## src/rtl/npu_pkg.sv

```systemverilog
// Shared types and helpers for the NPU activation path.
// Holds the feeder FSM encoding and the lane slicing helper
// used to address one WIDTH-bit element inside a packed vector.
package npu_pkg;

    typedef enum logic [1:0] {
        IDLE   = 2'd0,
        STREAM = 2'd1,
        DRAIN  = 2'd2
    } feeder_state_t;

    // LSB position of lane j inside a packed N*WIDTH vector.
    function automatic int lane_lsb(input int j, input int width);
        return j * width;
    endfunction

endpackage

```

## src/rtl/skew_delay_line.sv

```systemverilog
// Purpose: DEPTH-stage shift register carrying one lane's data and valid.
// Latency: DEPTH cycles from in_data/in_valid to out_data/out_valid.
// Backpressure: none; shifts every cycle, synchronous clear on rst.
module skew_delay_line #(
    parameter int WIDTH = 16,
    parameter int DEPTH = 1
) (
    input  logic             clk,
    input  logic             rst,
    input  logic [WIDTH-1:0] in_data,
    input  logic             in_valid,
    output logic [WIDTH-1:0] out_data,
    output logic             out_valid
);

    logic [DEPTH-1:0][WIDTH-1:0] sr_dat;
    logic [DEPTH-1:0]            sr_vld;

    // Shift the lane one stage per cycle; reset discards everything in flight.
    always_ff @(posedge clk) begin
        if (rst) begin
            sr_dat <= '0;
            sr_vld <= '0;
        end else begin
            for (int i = DEPTH - 1; i > 0; i--) begin
                sr_dat[i] <= sr_dat[i-1];
                sr_vld[i] <= sr_vld[i-1];
            end
            sr_dat[0] <= in_data;
            sr_vld[0] <= in_valid;
        end
    end

    assign out_data  = sr_dat[DEPTH-1];
    assign out_valid = sr_vld[DEPTH-1];

endmodule

```

## src/rtl/activation_skew_feeder.sv

```systemverilog
// Purpose: skews N-lane activation vectors diagonally for the PE array top row.
// Latency: lane j of a vector accepted at cycle t appears at t+1+j; done at t+N after last.
// Backpressure: in_ready low only while draining (and during rst); bubbles shift in zeros.
module activation_skew_feeder
    import npu_pkg::*;
#(
    parameter int WIDTH = 16,
    parameter int N     = 4
) (
    input  logic             clk,
    input  logic             rst,
    input  logic             in_valid,
    output logic             in_ready,
    input  logic [N*WIDTH-1:0] in_data,
    input  logic             in_last,
    output logic [N*WIDTH-1:0] out_col,
    output logic [N-1:0]     out_valid,
    output logic             busy,
    output logic             done
);

    localparam int CW = (N > 2) ? $clog2(N) : 1;

    feeder_state_t state, state_nxt;
    logic [CW-1:0] cnt;
    logic          accept;

    assign in_ready = !rst && (state != DRAIN);
    assign busy     = (state != IDLE);
    assign accept   = in_valid && in_ready;

    // Next-state decode; an accepted last vector always leads to the drain phase.
    always_comb begin
        state_nxt = state;
        case (state)
            IDLE: begin
                if (accept) begin
                    state_nxt = in_last ? DRAIN : STREAM;
                end
            end
            STREAM: begin
                if (accept && in_last) begin
                    state_nxt = DRAIN;
                end
            end
            DRAIN: begin
                if (cnt == CW'(1)) begin
                    state_nxt = IDLE;
                end
            end
            default: state_nxt = IDLE;
        endcase
    end

    // State, drain counter and done pulse; done lines up with lane N-1 showing the last element.
    always_ff @(posedge clk) begin
        if (rst) begin
            state <= IDLE;
            cnt   <= '0;
            done  <= 1'b0;
        end else begin
            state <= state_nxt;
            done  <= (state == DRAIN) && (cnt == CW'(1));
            if ((state != DRAIN) && (state_nxt == DRAIN)) begin
                cnt <= CW'(N - 1);
            end else if (state == DRAIN) begin
                cnt <= cnt - CW'(1);
            end
        end
    end

    for (genvar j = 0; j < N; j++) begin : g_lane
        logic [WIDTH-1:0] head_dat;

        // Non-accept cycles feed zeros so the array sees no contribution.
        assign head_dat = accept ? in_data[lane_lsb(j, WIDTH) +: WIDTH] : '0;

        skew_delay_line #(
            .WIDTH (WIDTH),
            .DEPTH (j + 1)
        ) u_line (
            .clk       (clk),
            .rst       (rst),
            .in_data   (head_dat),
            .in_valid  (accept),
            .out_data  (out_col[lane_lsb(j, WIDTH) +: WIDTH]),
            .out_valid (out_valid[j])
        );
    end

endmodule

```

## config.mk

```make
export PLATFORM = sky130hd
export DESIGN_NAME = activation_skew_feeder
export DESIGN_NICKNAME = d
export VERILOG_FILES = /design/src/rtl/npu_pkg.sv /design/src/rtl/skew_delay_line.sv /design/src/rtl/activation_skew_feeder.sv
export SDC_FILE = /design/constraint.sdc
export NUM_CORES = 1
export LEC_CHECK = 0
export ABC_AREA = 1
export BUFFER_PORTS_ARGS = -buffer_cell sky130_fd_sc_hd__buf_2
export CORE_MARGIN = 2
export CORE_UTILIZATION = 58
export CTS_BUF_LIST = sky130_fd_sc_hd__clkbuf_8
export DETAILED_ROUTE_END_ITERATION = 6
export PLACE_DENSITY = 0.86
export SLEW_MARGIN = 5
export SYNTH_ARGS = -nofsm -noshare
export SYNTH_HDL_FRONTEND = slang
export SYNTH_SLANG_ARGS = --single-unit
export TNS_END_PERCENT = 20
```

## constraint.sdc

```tcl
create_clock -name clk -period 2.5 [get_ports clk]
set_clock_uncertainty 0.1 [all_clocks]
set_input_delay 0.375 -clock clk [delete_from_list [all_inputs] [get_ports clk]]
set_output_delay 0.375 -clock clk [all_outputs]
set_load 0.01 [all_outputs]
```

======== Yosys cells after proc, flatten, opt, wreduce, memory -nomap -nowiden ========
Index checks and enable logic that the tools add are counted.
storage, ports and cells
  bits in registers ....................... 175
  bits in latches ......................... 0
  RAM bits ................................ 0
  bits in read-only memories .............. 0
  input bits .............................. 68
  output and inout bits ................... 71
  logic and storage cells ................. 41
  memories kept ........................... 0
operators by class
  add/sub/neg operators ................... 1
  $mul .................................... 0
  div/mod/pow operators ................... 0
  magnitude comparators ................... 0
  equality and inequality tests ........... 5
  shift operators ......................... 0
  mux-type cells .......................... 7
  bitwise operators ....................... 1
  reductions and logical operators ........ 10
operator list
  operator                                             count
  two-way mux 2 bit                                    6
  case mux 2 bit (3 select lines)                      1
  logical AND 1 bit                                    5
  equality test 2 x 1 -> 1 bit, second input constant  2
  equality test 2 bit, second input constant           2
  nonzero test 2 bit                                   2
  logical NOT 2 bit                                    1
  inequality test 2 bit, second input constant         1
  OR reduction 2 bit                                   1
  subtractor 2 x 1 -> 2 bit, second input constant     1
  logical NOT 1 bit                                    1
  inverter 1 bit                                       1

======== Logic depth before layout (Yosys ltp) ========
Gate-level depths: netlist (run 1).
  depth in word-level cells ............... 9
  gate-level depth with buffers ........... 8
  depth with buffers taken out ............ 8

======== Hierarchy ========
Synthesis (run 1) repeated with hierarchy kept, for this count alone.
second synthesis, totals
  cells, all modules ...................... 749
  area, all modules ....................... 6466.2 µm²
modules (own cells, without submodules)
  module                               instances  cells each  area an instance (µm²)  sequential area each (µm²)
  skew_delay_line at g_lane[3].u_line  1          228         2050.7                  1361.3
  skew_delay_line at g_lane[2].u_line  1          175         1591.5                  1021.0
  activation_skew_feeder               1          171         1223.7                  100.1
  skew_delay_line at g_lane[1].u_line  1          122         1106.1                  680.7
  skew_delay_line at g_lane[0].u_line  1          53          494.2                   340.3

======== Least setup slack after synthesis (run 1) ========
No wires, ideal clock.
  kind .................................... in2out
  start ................................... in rst
  end ..................................... out in_ready
  arrival time ............................ 1002 ps
  required time ........................... 2025 ps
  setup slack ............................. 1023 ps
  stages .................................. 4
  cell sequence ........................... buf_2 > buf_2 > buf_2 > nor2_1
between the ends
  longest elaborated chain between the ends .. 2
RTL lines
  item                line                          text
  start: declaration  activation_skew_feeder.sv:11  input logic rst,
  logical NOT 1 bit   activation_skew_feeder.sv:28  assign in_ready = !rst && (state != DRAIN);
  logical AND 1 bit   activation_skew_feeder.sv:28
  end: declaration    activation_skew_feeder.sv:13  output logic in_ready,
No other way between the ends.

======== Worst setup path in the final report (run 1) ========
Ends and elaborated chain as after synthesis.

==> impl_metrics.toml, run 1 <==
[clocking]
cts_buffers = 17
cts.sinks = 169
clockBufferDepth = 2
cts-root-buf = "clkbuf_8"
h-tree-depth = 4
cts_resized = 0
postCtsHoldBufs = 0
clk_pin_slew_worst_paths_ps = 90
cts_tree = "yes"
cts_setup_buffers = 0
clock_latency_ps = 430

[final_layout]
fillerInstances = 718
antenna_cells = 0
final_nets = 758
register_area_um2 = 3380
mostFrequentLayoutCell = "inv_1"
multiInputGateArea_um2 = 868
layout_common_cells = "inv_1, dfxtp_1, buf_2"
layout-drive-gt1-share = 0.295
area_growth_pct = 14.7

[global_routing]
antenna_found_initial = 0
grt_usage = 0.169
grt_pass1_wl_um = 13300
grt_start_max_net_pins = 47
grt_pass1_vias = 3184
grt_remaining_overflow = 0

[hold_path]
min_path_type = "in2reg"

[timing]
finalSetupViolCount = 0
finalHoldViolations = 0
tightest_slew_ps = 486
slew_violations = 0
fin_tns_setup_ps = 0
grt_setup_unrepaired = "no"
maxSlewHeadroom = 0.676
timing.fmax_mhz = 551
fin_crit_sh = 0.726
fin_crit_ps = 1820

[setup_path]
critPathMaxFanout = 46
cp.arrival_ps = 1340
cp-start-kind = "input pin"
required_ps = 2030
path_class = "in2out"
endpoint_kind = "primary output"

[yosys]
syn_avg_cell_area_um2 = 9.04
synth.net_count = 669
seq_area_frac_synth = 0.624
syn_inst = 600
synth_seq_cells = 169
ys_types = 21
synth_area_um2 = 5420
yosys_warnings = 0

[die]
boundaryPins = 139
start_util = 0.592
core_um2 = 9150
fp.dieH_um = 101
die_x_um = 101
rows = 35
die_area_um2 = 10100

[route]
firstDrtPassIters = 4
wl_per_cell_um = 9.81
ant_nets = 0
via_per_inst = 4.06
route.vias.total = 3303
post-route-drc-count = 0
routed_wl_um = 7980
drt_iter0_markers = 101

[power_and_ir_drop]
seq_power_share = 0.542
p_leak_nw = 3.17
switchingPower_mw = 1.27
intPower_mw = 3.98
p_clk_frac = 0.389
swShare = 0.242
pwr-share-comb = 0.070
powerDensity_nw_per_um2 = 845
ir_drop_uv = 430
finalPower_mw = 5.25

[job]
drv_cap = 0

[status]
outcome = "finished, final reports clean"

[placement]
port_buffers = 138
gp_congestion = 0.740
dp_hpwl_um = 5660
-- worst max-delay path, stage by stage --
cell and delay (ps):
buf_4 230, buf_4 440, nor2_1 110, buf_2 160
-- stage by stage --
step                      setup slack [ps]  hold slack [ps]   util  instances  instance area (µm²)
after floorplan                       1020              288      -        600                 5420
after global placement                 707              290  0.631        781                 5780
after detailed placement               663              292  0.631        781                 5780
after CTS                              664             26.8  0.679        813                 6220
after global routing                   561             20.9  0.679        813                 6220
final                                  685             55.8  0.679        813                 6220
-- cell families (layout without fill, tap and decap cells) --
kind of cell,count (synthesis),after routing,share of synthesized area
buffers and inverters,246,348,0.216
and+or+nand+nor,180,180,0.154
DFF,169,169,0.624
AOI/OAI and AO/OA,4,4,0.00415
adders and majority gates,1,1,0.00231
-- cell usage after synthesis --
| cell | number | area share |
|---|---|---|
| dfxtp_1 | 169 | 0.62 |
| o21ai_0 | 1 | 0.00092 |
| nand2_4 | 1 | 0.0021 |
| nor3_1 | 1 | 0.00092 |
| buf_2 | 11 | 0.010 |
| buf_4 | 52 | 0.072 |
| nand3_4 | 1 | 0.0032 |
| inv_2 | 3 | 0.0021 |
| a31oi_1 | 2 | 0.0023 |
| o21ai_1 | 1 | 0.00092 |
| nand3_1 | 3 | 0.0028 |
| nor2_4 | 10 | 0.021 |
| nand3b_1 | 1 | 0.0014 |
| nor2_1 | 136 | 0.094 |
| nand4_1 | 1 | 0.0012 |
| ha_1 | 1 | 0.0023 |
| nor2_2 | 20 | 0.023 |
| nand2_1 | 6 | 0.0042 |
| buf_6 | 5 | 0.010 |
| clkbuf_1 | 3 | 0.0021 |
| inv_1 | 172 | 0.12 |
-- power by group through the flow --
stage / sequential [mW] / clock (mW) / combinational [mW]
floorplan: 2.91 / 0 / 0.264
finish: 2.85 / 2.04 / 0.367
global placement: 2.90 / 0 / 0.352
global route: 2.86 / 2.21 / 0.415
CTS: 2.85 / 2.08 / 0.372
detailed placement: 2.91 / 0 / 0.370
-- registers in the layout, summed over array words and instances, names as in the netlist --
signal	count
g_lane.u_line.sr_dat	96
g_lane.u_line.out_data	64
g_lane.u_line.sr_vld	4
cnt	2
state	2
done	1
-- metal layers --
layer  GRT usage  wire, µm  part of all wire  vias to the layer above
met1       0.186      3480              0.44                     1430
met2       0.294      3920              0.49                       95
met5           0         0                 0                        -
met3      0.0687       471             0.059                       13
li1            -         -                 -                     1765
met4      0.0580       108             0.014                        0
-- area by class of cell --
class | count | area share
Multi-Input combinational cell | 185 | 0.140
Timing Repair Buffer | 141 | 0.117
Clock buffer | 17 | 0.0376
Clock inverter | 15 | 0.0332
Sequential cell | 169 | 0.544
Tap cell | 111 | 0.0223
Inverter | 175 | 0.106
-- path summary, 6_finish.rpt --
check | start | end | slack, ps | depth (start not counted)
worst max-delay path | rst | in_ready | 680 | 4
worst min-delay path | in_data[12] | g_lane[0].u_line.out_data[12] | 60 | 3
worst min register to register | g_lane[3].u_line.sr_dat[3] | g_lane[3].u_line.sr_dat[19] | 290 | 2
worst max register to register | state[0] | cnt[1] | 830 | 6
Power figures use the tool's default switching activity.
==> run 2, diff against run 1 <==
Settings changed: CORE_UTILIZATION 58 to 54, PLACE_DENSITY 0.86 to 0.81.
Clock period 2.5 ns to 1.75 ns, I/O delays scaled along.
==> impl_metrics.toml, run 2 (synthesis gave the netlist of run 1 again) <==
[timing]
fin_tns_setup_ps = 0
timing.fmax_mhz = 617
tightest_slew_ps = 423
fin_crit_ps = 1620
layout_setup_ws_ps = 129
grt_setup_unrepaired = "no"
fin_hold_ws_ps = 70.5
maxSlewHeadroom = 0.718
finalHoldViolations = 0
slew_violations = 0
fin_crit_sh = 0.926
finalSetupViolCount = 0

[die]
core_um2 = 9770
rows = 36
boundaryPins = 139
fp.dieH_um = 104
die_area_um2 = 10900
die_x_um = 104
start_util = 0.555

[placement]
port_buffers = 138
placed_cell_area_um2 = 5810
gp_congestion = 0.836
dp_hpwl_um = 5870
place_ws_ps = 221

[setup_path]
crit_buf_inv = 3
max_stage_delay_ps = 360
cp.arrival_ps = 1260
crit_top_cell = "inv_2"
critPathMaxFanout = 7
required_ps = 1390
crit_slowest_cell = "dfxtp_2"
cp-start-kind = "flip-flop"
critPathTopFamily = "flip-flops"
path_class = "reg2out"
endpoint_kind = "primary output"
worstPathCellList = "inv_2, nand2_4, inv_2, nor2_2, buf_2"

[route]
drt_iter0_markers = 110
wl_per_cell_um = 11.2
routed_wl_um = 10100
via_per_inst = 3.98
ant_nets = 0
route.vias.total = 3580
firstDrtPassIters = 5
post-route-drc-count = 0

[power_and_ir_drop]
seq_power_share = 0.535
powerDensity_nw_per_um2 = 1100
switchingPower_mw = 1.80
intPower_mw = 5.80
pwr-share-comb = 0.087
p_clk_frac = 0.378
ir_drop_uv = 666
p_leak_nw = 3.43
swShare = 0.237

[global_routing]
grt_pass1_wl_um = 16700
grt_remaining_overflow = 0
grt_start_max_net_pins = 48
grt_usage = 0.198
antenna_found_initial = 0
grt_pass1_vias = 3741

[hold_path]
min_path_type = "in2reg"

[clocking]
clk_pin_slew_worst_paths_ps = 100
cts.sinks = 169
clock_latency_ps = 430
cts_buffers = 17
clockBufferDepth = 2
h-tree-depth = 4
cts-root-buf = "clkbuf_8"
cts_tree = "yes"

[final_layout]
area_growth_pct = 27.0
stdcell_area_um2 = 6890
registers.top_by_ff_count = "g_lane.u_line.sr_dat"
antenna_cells = 0
largest_register_ffs = 96
layout_common_cells = "inv_1, dfxtp_1, buf_2"
mostFrequentLayoutCell = "inv_1"
final_nets = 823
layout-drive-gt1-share = 0.276

[job]
drv_cap = 0

[status]
outcome = "finished, final reports clean"
[run 2: cell types whose count changed in the layout (fill, tap and decap cells not counted), moves of 2 or more]
cell and change:
dlygate4sd3_1 +64, clkinv_4 +2, inv_1 -2, inv_8 -2
[run 2: final timing paths]
check | start | to | slack [ps] | depth (start not counted)
hold / removal | rst | g_lane[2].u_line.sr_dat[18] | 70 | 2
setup reg to reg | state[1] | state[0] | 310 | 6
hold reg to reg | g_lane[3].u_line.sr_dat[23] | g_lane[3].u_line.sr_dat[39] | 290 | 2
setup / recovery | state[0] | in_ready | 130 | 5
[run 2: routing by layer]
layer	routed length (µm)	vias to the layer above	part of all wire	global-route usage
met3	421	14	0.042	0.0564
met4	179	0	0.018	0.0869
met5	0	-	0	0
met1	4060	1569	0.40	0.207
met2	5440	104	0.54	0.368
li1	-	1893	-	-
[run 2: power groups by stage]
| stage | clock network [mW] | registers (mW) | logic, mW |
|---|---|---|---|
| after global placement | 0 | 4.15 | 0.507 |
| after floorplan | 0 | 4.15 | 0.377 |
| after CTS | 2.93 | 4.06 | 0.647 |
| final | 2.87 | 4.07 | 0.663 |
| after detailed placement | 0 | 4.16 | 0.531 |
| after global routing | 3.09 | 4.08 | 0.737 |
[run 2: worst reg2reg max path: stages (launching register included)]
cell and delay [ps]:
dfxtp_1 410, nand2_4 120, nand3_4 110, buf_4 310, o21ai_1 140, nand3b_1 110, inv_1 50
[run 2: per-stage QoR]
| stage | utilization | std cells | total power [mW] |
|---|---|---|---|
| global route | 0.705 | 900 | 7.91 |
| finish | 0.705 | 900 | 7.60 |
| global placement | 0.594 | 804 | 4.65 |
| floorplan | - | 600 | 4.53 |
| CTS | 0.704 | 900 | 7.64 |
| detailed placement | 0.594 | 804 | 4.69 |
[run 2: cell type report]
class                      instances  area (µm²)
clock buffer                      18         248
clock inverter                    14         185
fill                             721        2890
inverter                         175         657
multi-input combinational        185         871
sequential                       169        3380
tap                              133         166
timing repair buffer             206        1380
[run 2: what timing repair did]
| action | CTS | global route |
|---|---|---|
| resized for setup | 0 | 3 |
| hold buffers | 64 | 0 |
| endpoints found under the setup margin | 0 | 1 |
| buffers inserted | 0 | 0 |
| endpoints found under the hold margin | 64 | 0 |
==> run 3, diff against run 2 <==
Settings changed: ABC_AREA 1 to default, CORE_UTILIZATION 54 to 53.
==> impl_metrics.toml, run 3 <==
[status]
outcome = "finished, final reports clean"

[setup_path]
crit_slowest_cell = "dfxtp_2"
cp.arrival_ps = 1290
crit_buf_inv = 2
cp_num_cells = 4
worstPathCellList = "nor2b_4, buf_4, nor2_1, buf_2"
critPathTopFamily = "flip-flops"
path_class = "reg2out"
required_ps = 1390
reg2reg_from = "state[1]"
cp-start-kind = "flip-flop"
r2r_end = "g_lane[2].u_line.sr_dat[14]"
rrSetupSlack_ps = 410
max_stage_delay_ps = 350
r2r_cells = 4
endpoint_kind = "primary output"
critPathMaxFanout = 6

[clocking]
cts_tree = "yes"
cts_setup_buffers = 0
cts_buffers = 17
clock_latency_ps = 430
clk_pin_slew_worst_paths_ps = 100
cts.sinks = 169
cts-root-buf = "clkbuf_8"
h-tree-depth = 4
clockBufferDepth = 2

[die]
core_um2 = 9240
rows = 35
boundaryPins = 139
start_util = 0.545
fp.dieH_um = 101
die_area_um2 = 10300
die_x_um = 101

[yosys]
synth_area_um2 = 5040
synthMuxAreaShare = 0.00397
synth_edf_count = 0
ys_async_sr_fraction = 0
synthSimpleGateAreaFrac = 0.215
synth.most_common_cell = "dfxtp_1"
synthFlopType = "dfxtp_1"
yosysTopAreaCell = "dfxtp_1"
synthAdderAreaFrac = 0.00248
syn_avg_cell_area_um2 = 12.0
synth.area.top_cells = "dfxtp_1, nor2b_1, and2_1"
syn_inst = 420
synth_compound_area_frac = 0.00348
synthTopCellsByCount = "dfxtp_1, nor2b_1, and2_1, buf_4, clkbuf_1"
synth_top_area_share = 0.672
seq_area_frac_synth = 0.672
synth_top_family_by_area = "simple AND/OR/NAND/NOR gates"
synth-xor-area-share = 0
synth_seq_cells = 169
synth.net_count = 489
yosys_warnings = 0
ys_types = 21

[final_layout]
fin_cells = 716
layout_common_cells = "dfxtp_1, buf_2, nor2b_1"
final_util = 0.700
final_nets = 643
antenna_cells = 0
registers.top_by_ff_count = "g_lane.u_line.sr_dat"
stdcell_area_um2 = 6470
area_growth_pct = 28.4
fillerInstances = 641
largest_register_ffs = 96
layout-drive-gt1-share = 0.302
mostFrequentLayoutCell = "dfxtp_1"

[route]
post-route-drc-count = 0
wl_per_cell_um = 11.3
drt_iter0_markers = 76
route.vias.total = 2893
firstDrtPassIters = 4
routed_wl_um = 8070
via_per_inst = 4.04
ant_nets = 0

[placement]
placed_cells = 620
gp_congestion = 0.744
dp_hpwl_um = 4660
place_ws_ps = 367
port_buffers = 138
placed_cell_area_um2 = 5430

[timing]
finalHoldViolations = 0
grt_setup_unrepaired = "no"
fin_hold_ws_ps = 76.3
layout_setup_ws_ps = 95.2
slew_violations = 0
fin_tns_setup_ps = 0
tightest_slew_ps = 339
fin_crit_sh = 0.946
finalSetupViolCount = 0
timing.fmax_mhz = 604
maxSlewHeadroom = 0.774
fin_crit_ps = 1650

[hold_path]
min_path_type = "in2reg"
hp-start = "rst"
hold_end = "g_lane[2].u_line.sr_dat[19]"
min_path_cells = 2

[global_routing]
grt_pass1_wl_um = 12600
grt_pass1_vias = 2786
antenna_found_initial = 0
grt_remaining_overflow = 0
grt_start_max_net_pins = 87
grt_usage = 0.162

[power_and_ir_drop]
finalPower_mw = 6.98
p_leak_nw = 2.98
ir_drop_uv = 709
powerDensity_nw_per_um2 = 1080

[job]
drv_cap = 0
[run 3: cell count changes in the layout (fill, tap and decap cells not counted), moves of 4 or more]
cell,before,now
nand2_1,6,0
nor2_2,21,0
inv_1,171,3
nor2_1,135,1
and2_1,0,64
inv_2,4,0
nor2b_1,0,99
nor2_4,10,0
[run 3: power breakdown]
| group | leakage, nW | switching (mW) | internal [mW] |
|---|---|---|---|
| registers | 1.38 | 0.0312 | 3.96 |
| clock network | 0.195 | 1.49 | 1.07 |
| logic | 1.40 | 0.174 | 0.263 |
| total | 2.98 | 1.69 | 5.29 |
[run 3: timing repair]
item                                   in CTS  in global routing
resized for setup                           2                  1
endpoints found under the hold margin      64                  0
setup endpoints to repair                   1                  1
hold buffers                               64                  0
[run 3: cell type report]
type	count	area, µm²	share of cell area
Sequential cell	169	3380	0.523
Timing Repair Buffer	206	1380	0.213
Multi-Input combinational cell	178	1150	0.177
Clock buffer	17	234	0.0362
Tap cell	129	161	0.0250
Clock inverter	15	156	0.0242
Inverter	2	7.51	0.00116
[run 3: logic make-up after synthesis]
logic type,count (synthesis)
flops,169
buf+inv,73
fa+ha+maj,1
mux,2
compound gates,3
simple gates,172
[run 3: how the worst max path moves through the flow]
stage / startpoint / endpoint / slack (ps)
after floorplan: state[1] / g_lane[0].u_line.out_data[10] / 470
after global placement: rst / g_lane[0].u_line.out_data[5] / 430
after detailed placement: rst / g_lane[1].u_line.sr_dat[11] / 370
after CTS: state[1] / in_ready / 20
after global routing: state[1] / in_ready / 6
final: state[1] / in_ready / 100
[run 3: routing by layer]
layer | wire length (µm) | GRT usage | share of wire
met5 | 0 | 0 | 0
met4 | 171 | 0.0863 | 0.021
met3 | 372 | 0.0614 | 0.046
met2 | 4260 | 0.281 | 0.53
met1 | 3270 | 0.172 | 0.40
